File: src/rtl/rgb_pkg.sv
// Shared constants and types for the RGB LED data serializer.
// The upstream byte source walks BYTES_PER_FRAME bytes per frame (16 LEDs x G/R/B).
package rgb_pkg;

  localparam int unsigned DATA_W          = 8;
  localparam int unsigned BYTES_PER_FRAME = 48;
  localparam int unsigned BITCNT_W        = 3;

  typedef logic [BITCNT_W-1:0] bitcnt_t;

  // True when cnt indexes the final bit slot of a data_w-bit byte.
  function automatic logic is_last_bit(bitcnt_t cnt, int unsigned data_w);
    return cnt == bitcnt_t'(data_w - 1);
  endfunction

endpackage

File: src/rtl/rgb_step_detect.sv
// Registered rising-edge detector on nextflag; one step per 0->1 transition.
// The history register keeps tracking nextflag through reset so a level held across release is not a step.
module rgb_step_detect (
  input  logic clk,
  input  logic reset,
  input  logic nextflag,
  output logic step
);

  logic nf_q;

  always_ff @(posedge clk) begin
    nf_q <= nextflag;
  end

  assign step = nextflag & ~nf_q & ~reset;

endmodule

File: src/rtl/rgb_data_tx.sv
// Byte-to-bit serializer: each step emits the next bit of the current colour byte, MSB first,
// and flags endevent with the last bit so the source can advance.
module rgb_data_tx #(
  parameter int unsigned DATA_W = rgb_pkg::DATA_W
) (
  input  logic              clk,
  input  logic              reset,
  input  logic              nextflag,
  input  logic [DATA_W-1:0] data,
  output logic              outstat,
  output logic              endevent
);

  import rgb_pkg::*;

  logic              step;
  bitcnt_t           bitcnt_q, bitcnt_d;
  logic [DATA_W-1:0] shreg_q, shreg_d;
  logic              outstat_q, outstat_d;
  logic              endevent_q, endevent_d;

  rgb_step_detect u_step_detect (
    .clk      (clk),
    .reset    (reset),
    .nextflag (nextflag),
    .step     (step)
  );

  always_comb begin
    bitcnt_d   = bitcnt_q;
    shreg_d    = shreg_q;
    outstat_d  = outstat_q;
    endevent_d = endevent_q;
    if (step) begin
      if (bitcnt_q == '0) begin
        // Load step: data is sampled only here, so mid-byte changes are ignored.
        outstat_d  = data[DATA_W-1];
        shreg_d    = {data[DATA_W-2:0], 1'b0};
        endevent_d = 1'b0;
        bitcnt_d   = bitcnt_t'(1);
      end else if (is_last_bit(bitcnt_q, DATA_W)) begin
        outstat_d  = shreg_q[DATA_W-1];
        endevent_d = 1'b1;
        bitcnt_d   = '0;
      end else begin
        outstat_d  = shreg_q[DATA_W-1];
        shreg_d    = shreg_q << 1;
        bitcnt_d   = bitcnt_q + 1'b1;
      end
    end
  end

  always_ff @(posedge clk) begin
    if (reset) begin
      bitcnt_q   <= '0;
      shreg_q    <= '0;
      outstat_q  <= 1'b0;
      endevent_q <= 1'b0;
    end else begin
      bitcnt_q   <= bitcnt_d;
      shreg_q    <= shreg_d;
      outstat_q  <= outstat_d;
      endevent_q <= endevent_d;
    end
  end

  assign outstat  = outstat_q;
  assign endevent = endevent_q;

endmodule

File: config.mk
export PLATFORM = sky130hd
export DESIGN_NAME = rgb_data_tx
export DESIGN_NICKNAME = d
export VERILOG_FILES = /design/src/rtl/rgb_pkg.sv /design/src/rtl/rgb_step_detect.sv /design/src/rtl/rgb_data_tx.sv
export SDC_FILE = /design/constraint.sdc
export NUM_CORES = 1
export LEC_CHECK = 0
export ABC_AREA = 1
export CELL_PAD_IN_SITES_DETAIL_PLACEMENT = 1
export CELL_PAD_IN_SITES_GLOBAL_PLACEMENT = 1
export CORE_UTILIZATION = 30
export DETAILED_ROUTE_END_ITERATION = 12
export GPL_ROUTABILITY_DRIVEN = 0
export GPL_TIMING_DRIVEN = 0
export PLACE_DENSITY_LB_ADDON = 0.1
export RECOVER_POWER = 50
export SLEW_MARGIN = 20
export SYNTH_ARGS = -nofsm -noshare
export SYNTH_HDL_FRONTEND = slang
export SYNTH_SLANG_ARGS = --single-unit
File: constraint.sdc
create_clock -name clk -period 1.4 [get_ports clk]
set_clock_uncertainty 0.05 [all_clocks]
set_input_delay 0.35 -clock clk [delete_from_list [all_inputs] [get_ports clk]]
set_output_delay 0.35 -clock clk [all_outputs]
set_load 0.05 [all_outputs]
After elaboration in Yosys (flattened, before gate mapping):

Index checks and enable logic that the tools add are counted.
Widths: inputs -> output; s select.

* register bits: 14
* bits in latches: 0
* bits in writable memories: 0
* ROM bits: 0
* input port bits: 11
* output and inout port bits: 2
* word-level logic and storage cells: 23
* memories kept: 0

* add/sub/neg operators: 1
* multipliers: 0
* div/mod/pow operators: 0
* magnitude comparators: 0
* eq/ne operators: 2
* shifts and indexed selects: 0
* muxes and demuxes: 7
* bitwise gates (word level): 4
* reduce and logical (&&, ||, !) cells: 4

Operators with widths (number)
* $mux 8: 2
* $mux 3: 2
* $reduce_and 2->1: 2
* $add 3x1->3 const B: 1
* $eq 3x3->1 const B: 1
* $logic_not 3->1: 1
* $mux 1: 3
* $and 1x1->1: 2
* $ne 2x2->1 const B: 1
* $not 1->1: 2
* $reduce_bool 2->1: 1

Longest topological paths before layout:

* depth in word-level cells: 4
* depth in mapped cells: 9
* mapped depth without buffers: 8

By module:

From an unflattened synthesis, not the netlist that was laid out.

* cell total of the unflattened synthesis: 104
* area total of the unflattened synthesis: 726.9 µm²

By module, submodules not included
* rgb_data_tx: instances 1, cells each 100, area an instance 693.2 µm², sequential area each 240.2 µm²
* rgb_step_detect: instances 1, cells each 4, area an instance 33.8 µm², sequential area each 20.0 µm²

Worst setup path after synthesis:

OpenSTA, ideal clock, no wires.

* path kind: register -> register
* start: register bitcnt_q[0]
* end: register shreg_q[2]
* library setup time: 0.114 ns
* arrival: 1.142 ns
* required time: 1.236 ns
* path slack: 0.094 ns
* stages on the path, launching flop included: 8
* path buffers: 1
* clock period less this slack: 1.306 ns
* cell sequence: dfxtp_1 ha_1 ha_1 nand2_2 nand2_4 buf_6 nor2_1 nor2_2

* word-level cells in the longest chain between the ends: 3
* elaborated cells on any way between the ends: 5
* those cells by class: eq/ne (2); mux (1); reduce/logical (2)

Ends and longest elaborated chain
* from (decl): line rgb_data_tx.sv:17 `bitcnt_t bitcnt_q, bitcnt_d;`
* from (signal assigned): line rgb_data_tx.sv:60 `bitcnt_q <= bitcnt_d;`
* $eq 3x3->1 / $logic_not 3->1 (equally long branches): line rgb_pkg.sv:13, rgb_data_tx.sv:35
* $ne 2x2->1 (no line)
* $reduce_and 2->1 (no line)
* to (signal assigned): line rgb_data_tx.sv:61 `shreg_q <= shreg_d;`
* to (decl): line rgb_data_tx.sv:18 `logic [DATA_W-1:0] shreg_q, shreg_d;`

Parallel ways exist; a longest one is shown, timed or not.
A chain may end at the register's enable or synchronous reset.

Final worst setup path:

* start: register bitcnt_q[0]
* end: register shreg_q[3]

The elaborated chain is that of the path after synthesis.

==> flow_metrics.py <==
metrics = {
    "run_status": {
        "status": "completed",
    },
    "clocking": {
        "numCtsBuffers": 3,
        "clockRootBuffer": "clkbuf_4",
        "cts_max_path_buffers": 2,
        "htreeDepth": 1,
        "hold_buffers": 0,
        "clock-sinks": 13,
        "clock_latency_ns": 0.28,
        "cts_tree": "done",
        "cts.clk_slew.worst_paths_ns": 0.09,
    },
    "timing": {
        "setup_viol": 0,
        "slew_headroom_pct": 76.0,
        "tightest_slew_ns": 0.359,
        "period_share_pct": 94.9,
        "whs_ns": 0.371,
        "finalMaxSlewViolations": 0,
        "min_period_ns": 1.33,
        "tns_ns": 0,
        "hold_viol": 0,
        "max_freq_mhz": 753,
        "rsz0062_at_grt": "yes",
    },
    "floorplan": {
        "dieArea_sq_um": 2540,
        "die_w_um": 50.4,
        "ioPinCount": 13,
        "initial_core_util_pct": 31.7,
        "die_y_um": 50.4,
        "coreArea_sq_um": 2210,
        "num_rows": 17,
    },
    "setup_path": {
        "start_kind": "register",
        "crit_fanout": 10,
        "path_cells": "ha_2, ha_2, nand2_2, nand2_4, buf_12, nor2_1, nor2_1",
        "cp.arrival_ns": 1.46,
        "endpoint_kind": "register",
        "slowest_stage": "dfxtp_2",
        "cpLargestDelayFamily": "adder cells",
        "slowest_delay_ns": 0.34,
        "critical_path_class": "register to register",
        "crit_required_ns": 1.54,
        "crit_buf_inv": 1,
    },
    "pwr": {
        "power.switching_uw": 247,
        "powerDensity_nw_per_um2": 882,
        "combinationalPowerShare_pct": 22.2,
        "clockPowerShare_pct": 30.2,
        "intPower_uw": 582,
        "leakagePower_nw": 0.438,
        "ir_worst_vdd_mv": 0.427,
        "swShare_pct": 29.8,
        "seq_power_share_pct": 47.6,
    },
    "global_routing": {
        "grt_pass1_vias": 653,
        "grt_pass1_wl_mm": 2.83,
        "overflow": 0,
        "use_met1_pct": 18.9,
        "grt_use_total_pct": 15.2,
        "grt.busiest_layer": "met2",
        "grt_util_met2_pct": 24.7,
        "grt_max_degree": 11,
        "met3_usage_pct": 3.64,
        "antenna_found_initial": 0,
    },
    "finish": {
        "fillers": 297,
        "syn_to_final_growth_pct": 33.9,
        "mostFrequentLayoutCell": "nand2_1",
        "multiInputGateArea_sq_um": 398,
        "ff_latch_area_sq_um": 262,
        "final_cell_mix": "nand2_1, inv_1, dfxtp_1",
        "final_nets": 133,
        "diodes": 0,
        "drive_above_1_share_pct": 29.7,
    },
    "route": {
        "vias": 654,
        "wl_per_cell_um": 11.0,
        "dr.pass1.iters": 4,
        "viasPerCell": 4.48,
        "route.antenna.remaining_nets": 0,
        "dr.first_iter.drc_count": 5,
        "drc": 0,
        "wl_mm": 1.60,
    },
    "synth": {
        "ys_ff_latch": 13,
        "yosysTopAreaCell": "dfxtp_1",
        "yosys_warnings": 0,
        "syn_inst": 99,
        "syn_nets": 113,
        "ys_seq_area_share_pct": 37.1,
        "synth_area_per_cell_sq_um": 7.09,
        "syn_area_sq_um": 702,
        "ys_types": 17,
        "synth_area_leaders": "dfxtp_1, nand2_1, inv_1",
        "synth_top_area_share_pct": 37.1,
    },
    "run": {
        "maxCapViolCount": 0,
    },
    "placement": {
        "dp_hpwl_mm": 1.10,
        "portBuffers": 12,
    },
    "hold_path": {
        "hold_path.class": "input port to register",
    },
}
synthesized netlist by cell type:
master,n
nor2_1,11
o21ai_0,7
inv_2,2
nand3_2,1
a21oi_2,1
nor2_2,1
o21bai_1,1
nand2_1,28
nand2_2,5
nor2_4,2
inv_1,13
nand2_4,2
a21oi_1,4
dfxtp_1,13
ha_1,3
nand3_1,3
buf_6,2
registers in the layout, indices dropped and copies added (netlist names):
name                count
bitcnt_q                3
shreg_q                 7
outstat                 1
endevent                1
u_step_detect.nf_q      1
cell type report:
cell class / instances / area share, %
Buffer: 2 / 3.33
Clock buffer: 4 / 2.80
Inverter: 15 / 5.99
Multi-Input combinational cell: 69 / 42.3
Sequential cell: 13 / 27.8
Tap cell: 28 / 3.73
Timing Repair Buffer: 15 / 14.0
power groups by stage:
stage	registers, mW	logic [mW]	clock network, mW
3_5_place_dp	0.403	0.159	0
6_report	0.394	0.184	0.251
2_1_floorplan	0.410	0.0916	0
5_1_grt	0.397	0.204	0.272
4_1_cts	0.394	0.168	0.258
3_3_place_gp	0.402	0.158	0
timing repair:
action,CTS,global route
buffers inserted,2,0
pin swaps,2,1
endpoints found under the setup margin,13,9
gates cloned,0,1
resized for setup,11,20
path summary, 6_finish.rpt:
check,slack [ns],to,from,cells after the start
worst max-delay path,0.07,shreg_q[3],bitcnt_q[0],7
worst min-delay path,0.37,u_step_detect.nf_q,nextflag,1
worst max register to register,0.07,shreg_q[3],bitcnt_q[0],7
worst min register to register,0.43,shreg_q[1],shreg_q[1],2
cell families (layout without fill, tap and decap cells):
group           after synthesis  in the layout  share of synthesized area (%)
simple gates                 53             53                           36.2
fa+ha+maj                     3              3                           5.35
compound gates               13             13                           10.2
buf+inv                      17             36                           11.2
flops                        13             13                           37.1
stage by stage:
stage,cell area (sq um),setup WS (ns),power [mW],utilization (%),std cells
2_1_floorplan,702,0.0942,0.501,-,99
3_3_place_gp,857,-0.432,0.560,38.7,139
3_5_place_dp,857,-0.434,0.562,38.7,139
4_1_cts,905,0.00102,0.820,40.9,145
5_1_grt,940,-0.0231,0.872,42.5,146
6_report,940,0.0713,0.829,42.5,146
routing by layer:
metal	up-vias	wire length, um	share of wire (%)
met5	-	0	0
met4	0	14	0.88
met3	2	48	3.0
met2	8	705	44
met1	302	831	52
li1	342	-	-
Note: power is estimated with default switching activity, not from simulation.
